$ cat src/rtl/usb_endp_in_fifo.sv
// ---------------------------------------------------------------------------
// usb_endp_in_fifo: USB IN endpoint byte FIFO; bytes are held until ACK, rewind on NAK.
// Optional flush port when ENDP_FIFO_FLUSH_EN is defined.  Rev 1.0
// ---------------------------------------------------------------------------
`default_nettype none

module usb_endp_in_fifo #(
  parameter int DEPTH_LOG2 = 6,
  parameter int WIDTH      = 8
) (
  input  logic                  clk,
  input  logic                  reset,
  input  logic [WIDTH-1:0]      data,
  input  logic                  wrreq,
  output logic                  full,
  output logic [DEPTH_LOG2:0]   level,
  output logic                  overflow,
  output logic [WIDTH-1:0]      sie_q,
  input  logic                  sie_rdreq,
  output logic                  sie_empty,
  input  logic                  sie_ack,
`ifdef ENDP_FIFO_FLUSH_EN
  input  logic                  flush,
`endif
  input  logic                  sie_rewind
);

  localparam logic [DEPTH_LOG2:0] DEPTH = {1'b1, {DEPTH_LOG2{1'b0}}};

  logic [WIDTH-1:0]    mem [0:(1<<DEPTH_LOG2)-1];
  logic [DEPTH_LOG2:0] wr_ptr;
  logic [DEPTH_LOG2:0] rd_tent;
  logic [DEPTH_LOG2:0] rd_commit;

  logic                flush_req;
  logic                do_write;
  logic                do_read;
  logic [DEPTH_LOG2:0] rd_tent_adv;

`ifdef ENDP_FIFO_FLUSH_EN
  assign flush_req = flush;
`else
  assign flush_req = 1'b0;
`endif

  assign level     = wr_ptr - rd_commit;
  assign full      = (level == DEPTH);
  assign sie_empty = (wr_ptr == rd_tent);
  assign sie_q     = mem[rd_tent[DEPTH_LOG2-1:0]];

  // Full is judged on pre-ack pointers, so an ack never admits a same-cycle write.
  assign do_write    = wrreq && !full && !flush_req;
  assign do_read     = sie_rdreq && !sie_empty && !sie_rewind;
  assign rd_tent_adv = rd_tent + {{DEPTH_LOG2{1'b0}}, do_read};

  always_ff @(posedge clk) begin
    if (do_write) begin
      mem[wr_ptr[DEPTH_LOG2-1:0]] <= data;
    end
  end

  always_ff @(posedge clk or negedge reset) begin
    if (!reset) begin
      wr_ptr    <= '0;
      rd_tent   <= '0;
      rd_commit <= '0;
      overflow  <= 1'b0;
    end else begin
      if (do_write) begin
        wr_ptr <= wr_ptr + 1'b1;
      end
      if (wrreq && full && !flush_req) begin
        overflow <= 1'b1;
      end

      if (flush_req) begin
        rd_tent   <= wr_ptr;
        rd_commit <= wr_ptr;
      end else if (sie_rewind) begin
        rd_tent <= rd_commit;
      end else begin
        rd_tent <= rd_tent_adv;
        if (sie_ack) begin
          rd_commit <= rd_tent_adv;
        end
      end
    end
  end

endmodule

`default_nettype wire

$ cat config.mk
export PLATFORM = sky130hd
export DESIGN_NAME = usb_endp_in_fifo
export DESIGN_NICKNAME = d
export VERILOG_FILES = /design/src/rtl/usb_endp_in_fifo.sv
export SDC_FILE = /design/constraint.sdc
export NUM_CORES = 1
export LEC_CHECK = 0
export ABC_AREA = 1
export ABC_CLOCK_PERIOD_IN_PS = 3200
export CAP_MARGIN = 20
export CELL_PAD_IN_SITES_DETAIL_PLACEMENT = 1
export CELL_PAD_IN_SITES_GLOBAL_PLACEMENT = 1
export CORE_MARGIN = 2
export CORE_UTILIZATION = 30
export DETAILED_ROUTE_END_ITERATION = 12
export PLACE_DENSITY_LB_ADDON = 0.1
export SYNTH_ARGS = -nofsm -noshare
export SYNTH_HDL_FRONTEND = slang
export SYNTH_SLANG_ARGS = --single-unit
$ cat constraint.sdc
create_clock -name clk -period 3.2 [get_ports clk]
set_clock_uncertainty 0.05 [all_clocks]
set_input_delay 0.48 -clock clk [delete_from_list [all_inputs] [get_ports clk]]
set_output_delay 0.48 -clock clk [all_outputs]
set_load 0.02 [all_outputs]
==> results.yml <==
detailed_routing:
  drt_pre_antenna_iters: 6
  routed_wl_um: 76420
  drt_iter0_drc: 946
  ant_nets: 0
  vias_per_cell: 4.715
  num_vias: 15930
  routedWlPerCell_um: 22.62
  route.detailed.drc: 0
setup_path:
  crit_slowest_cell: "dfrtp_4"
  end_kind: "primary output"
  worstPathArrival_ns: 2.75
  r2r_setup_slack_ns: 0.19
  required_ns: 2.67
  reg2reg_from: "wr_ptr[0]$_DFFE_PN0P_"
  cp_max_fo: 10
  max_stage_delay_ns: 0.58
  start_kind: "register"
  cp-startpoint: "rd_tent[0]$_DFF_PN0_"
  path_cells: "clkbuf_16, buf_4, nand2_1, nand3_1, nand3_1, nand3_1, nand3_1, nand2_1, nand2_1, nand2_1, buf_4"
  criticalPathCategory: "register to primary output"
global_routing:
  grt_pass1_vias: 16330
  antenna_found_initial: 1
  grt_start_max_net_pins: 47
  grt_first_pass_wirelength_um: 110800
  grt_use_total_pct: 19.04
  grt_overflow: 0
sta:
  fmax_ghz: 0.3046
  setup_ws_ns: -0.08325
  post-route-min-period_ns: 3.283
  grt_setup_unrepaired: "yes"
  whs_ns: 0.1750
  min_period_over_period_pct: 102.6
  tightest_slew_ns: 0.7501
  drv_slew: 0
  setup_tns_ns: -0.2084
  timing.final.hold_violations: 0
  setup_viol: 5
  slew-limit-headroom_pct: 49.99
yosys:
  synth.avg_cell_area_um2: 10.49
  synth_fp_nets: 2228
  yosys.cell_types.count: 31
  ys_seq_area_share_pct: 68.91
  synthDominantAreaCellType: "edfxtp_1"
  yosys_warnings: 0
  synth_top_area_share_pct: 66.53
  netlist_instances: 2204
  syn-cell-area_um2: 23110
  ys_seq_elements: 534
  synth_area_leaders: "edfxtp_1 (67%), nand2_1 (12%), nand3_1 (8.6%)"
floorplan:
  fp.dieH_um: 281.6
  row_count: 101
  dieArea_um2: 79270
  initial_core_util_pct: 30.38
  core_area_um2: 76080
  io_pins: 32
  fp.dieW_um: 281.6
clock_tree:
  htree_levels: 2
  tritoncts: "built"
  cts_root_buf: "clkbuf_16"
  cts_buffers: 59
  path_clk_slew_ns: 0.07
  clock-sinks: 534
  clock_latency_ns: 0.63
  cts_buffer_depth: 3
worst_hold_path:
  hold_path_class: "input port to asynchronous set/reset pin"
placed_design:
  place_congestion: 0.8094
  io_buffer_count: 31
  placed_area_um2: 25300
  dpl.hpwl_um: 49020
  dpl.cell_count: 3248
status:
  violations: "setup timing"
  status: "finished with violations"
cells_and_area:
  final_util_pct: 36.95
  fin_cells: 3379
  final_nets: 2323
  fill_cells: 8410
  num_antenna_cells: 0
  layout-drive-gt1-share_pct: 15.37
  stdcell_area_um2: 28110
  syn_to_final_growth_pct: 21.63
pwr:
  powerDensity_nw_per_um2: 876.2
  leakagePower_nw: 10.89
  ir_drop_v: 0.0004531
job:
  maxCapViolCount: 0
registers in the layout (all words and copies together) (netlist names):
signal	cells
rd_tent	7
mem	512
overflow	1
rd_commit	7
wr_ptr	7
final timing paths:
kind                                       endpoint  depth (start not counted)
setup / recovery                           sie_q[7]                         11
hold / removal                 rd_tent[2]$_DFF_PN0_                          1
setup reg to reg                mem[6][1]$_DFFE_PP_                         16
hold reg to reg                overflow$_DFFE_PN0P_                          1
max in group asynchronous  rd_commit[3]$_DFFE_PN0P_                          2
min in group clk               mem[19][6]$_DFFE_PP_                          1
power breakdown:
group	switching [mW]	total, mW	internal (mW)	leakage (nW)
clock	2.86	7.06	4.20	0.973
sequential	0.155	8.10	7.95	4.88
combinational	6.31	9.47	3.16	5.03
cell type report:
type / instances / area, um2 / area share [%]
clock inverter: 36 / 420.4 / 1.496
tap: 1030 / 1289 / 4.585
sequential: 534 / 15930 / 56.69
timing repair buffer: 151 / 1829 / 6.508
timing repair inverter: 1 / 8.758 / 0.03116
multi-input combinational: 1345 / 6254 / 22.25
clock buffer: 75 / 1578 / 5.613
inverter: 207 / 797.0 / 2.835
worst max-delay path: cells and delay by family (launching register included):
kind                   cells  cell delay, ns
buffers and inverters      3            0.62
flip-flops                 1            0.58
AND/OR/NAND/NOR            8            0.91
per-layer routing:
metal  vias to the layer above  part of all wire, %  routed length (um)  track usage (%)
met2                       242                   48               36790            31.94
met4                         0                  2.0                1550            4.746
met5                         -                    0                   0                0
li1                       7569                    -                   -                -
met1                      8034                   46               35160            25.77
met3                        87                  3.8                2927            2.975
cell usage in the layout, fill, tap and decap left out, types with 8 or more instances in the layout:
| cell | Yosys | routed |
|---|---|---|
| o21ai_0 | 25 | 24 |
| nand3_1 | 399 | 368 |
| clkbuf_16 | 0 | 66 |
| ha_1 | 9 | 8 |
| nor2_4 | 0 | 9 |
| inv_1 | 204 | 201 |
| a21oi_1 | 9 | 9 |
| buf_6 | 1 | 8 |
| nand2_2 | 2 | 23 |
| buf_4 | 7 | 74 |
| buf_2 | 77 | 10 |
| clkinv_2 | 0 | 12 |
| edfxtp_1 | 512 | 512 |
| nand3_2 | 1 | 31 |
| nor3_1 | 15 | 14 |
| nor2_1 | 103 | 39 |
| clkbuf_1 | 19 | 13 |
| clkinv_1 | 1 | 10 |
| buf_16 | 0 | 9 |
| bufinv_16 | 0 | 9 |
| dfrtp_1 | 22 | 19 |
| nor2_2 | 1 | 56 |
| clkdlybuf4s50_1 | 0 | 11 |
| buf_12 | 0 | 29 |
| nand2_1 | 758 | 737 |
metrics by stage:
stage | total power [mW] | setup WS [ns]
2_1_floorplan | 12.97 | 0.1281
3_3_place_gp | 16.96 | -0.1843
3_5_place_dp | 17.00 | -0.1518
4_1_cts | 24.41 | -0.1886
5_1_grt | 25.92 | -0.1514
6_report | 24.63 | -0.08325
cells in the mapped netlist:
cell,n
nand4_1,4
buf_4,7
inv_1,204
clkinv_1,1
buf_6,1
inv_2,2
buf_8,1
nand3_1,399
nand3_4,1
o21bai_1,1
nand2_4,1
nand3_2,1
xnor2_1,7
fa_1,1
nand2_2,2
nor3_1,15
nor2_2,1
or2_2,1
buf_1,12
nor2_1,103
buf_2,77
o21ai_0,25
edfxtp_1,512
xor2_1,6
or2_1,1
dfrtp_1,22
a21oi_1,9
nand2_1,758
ha_1,9
clkbuf_1,19
clkbuf_2,1
cells by family (layout without fill, tap and decap cells):
group,Yosys count,after routing,synth area share (%)
buf+inv,325,470,5.896
compound gates,35,35,0.7688
fa+ha+maj,10,10,0.5739
xor+xnor,13,13,0.4927
flops,534,534,68.91
simple gates,1287,1287,23.36
repair_timing:
action | CTS | global route
pin swaps | 1 | 8
setup buffers | 2 | 7
setup endpoints to repair | 176 | 410
resized for setup | 110 | 86
gates cloned | 2 | 9
endpoints found under the hold margin | 0 | 0
hold buffers | 0 | 0
(Power assumes the default switching activity.)
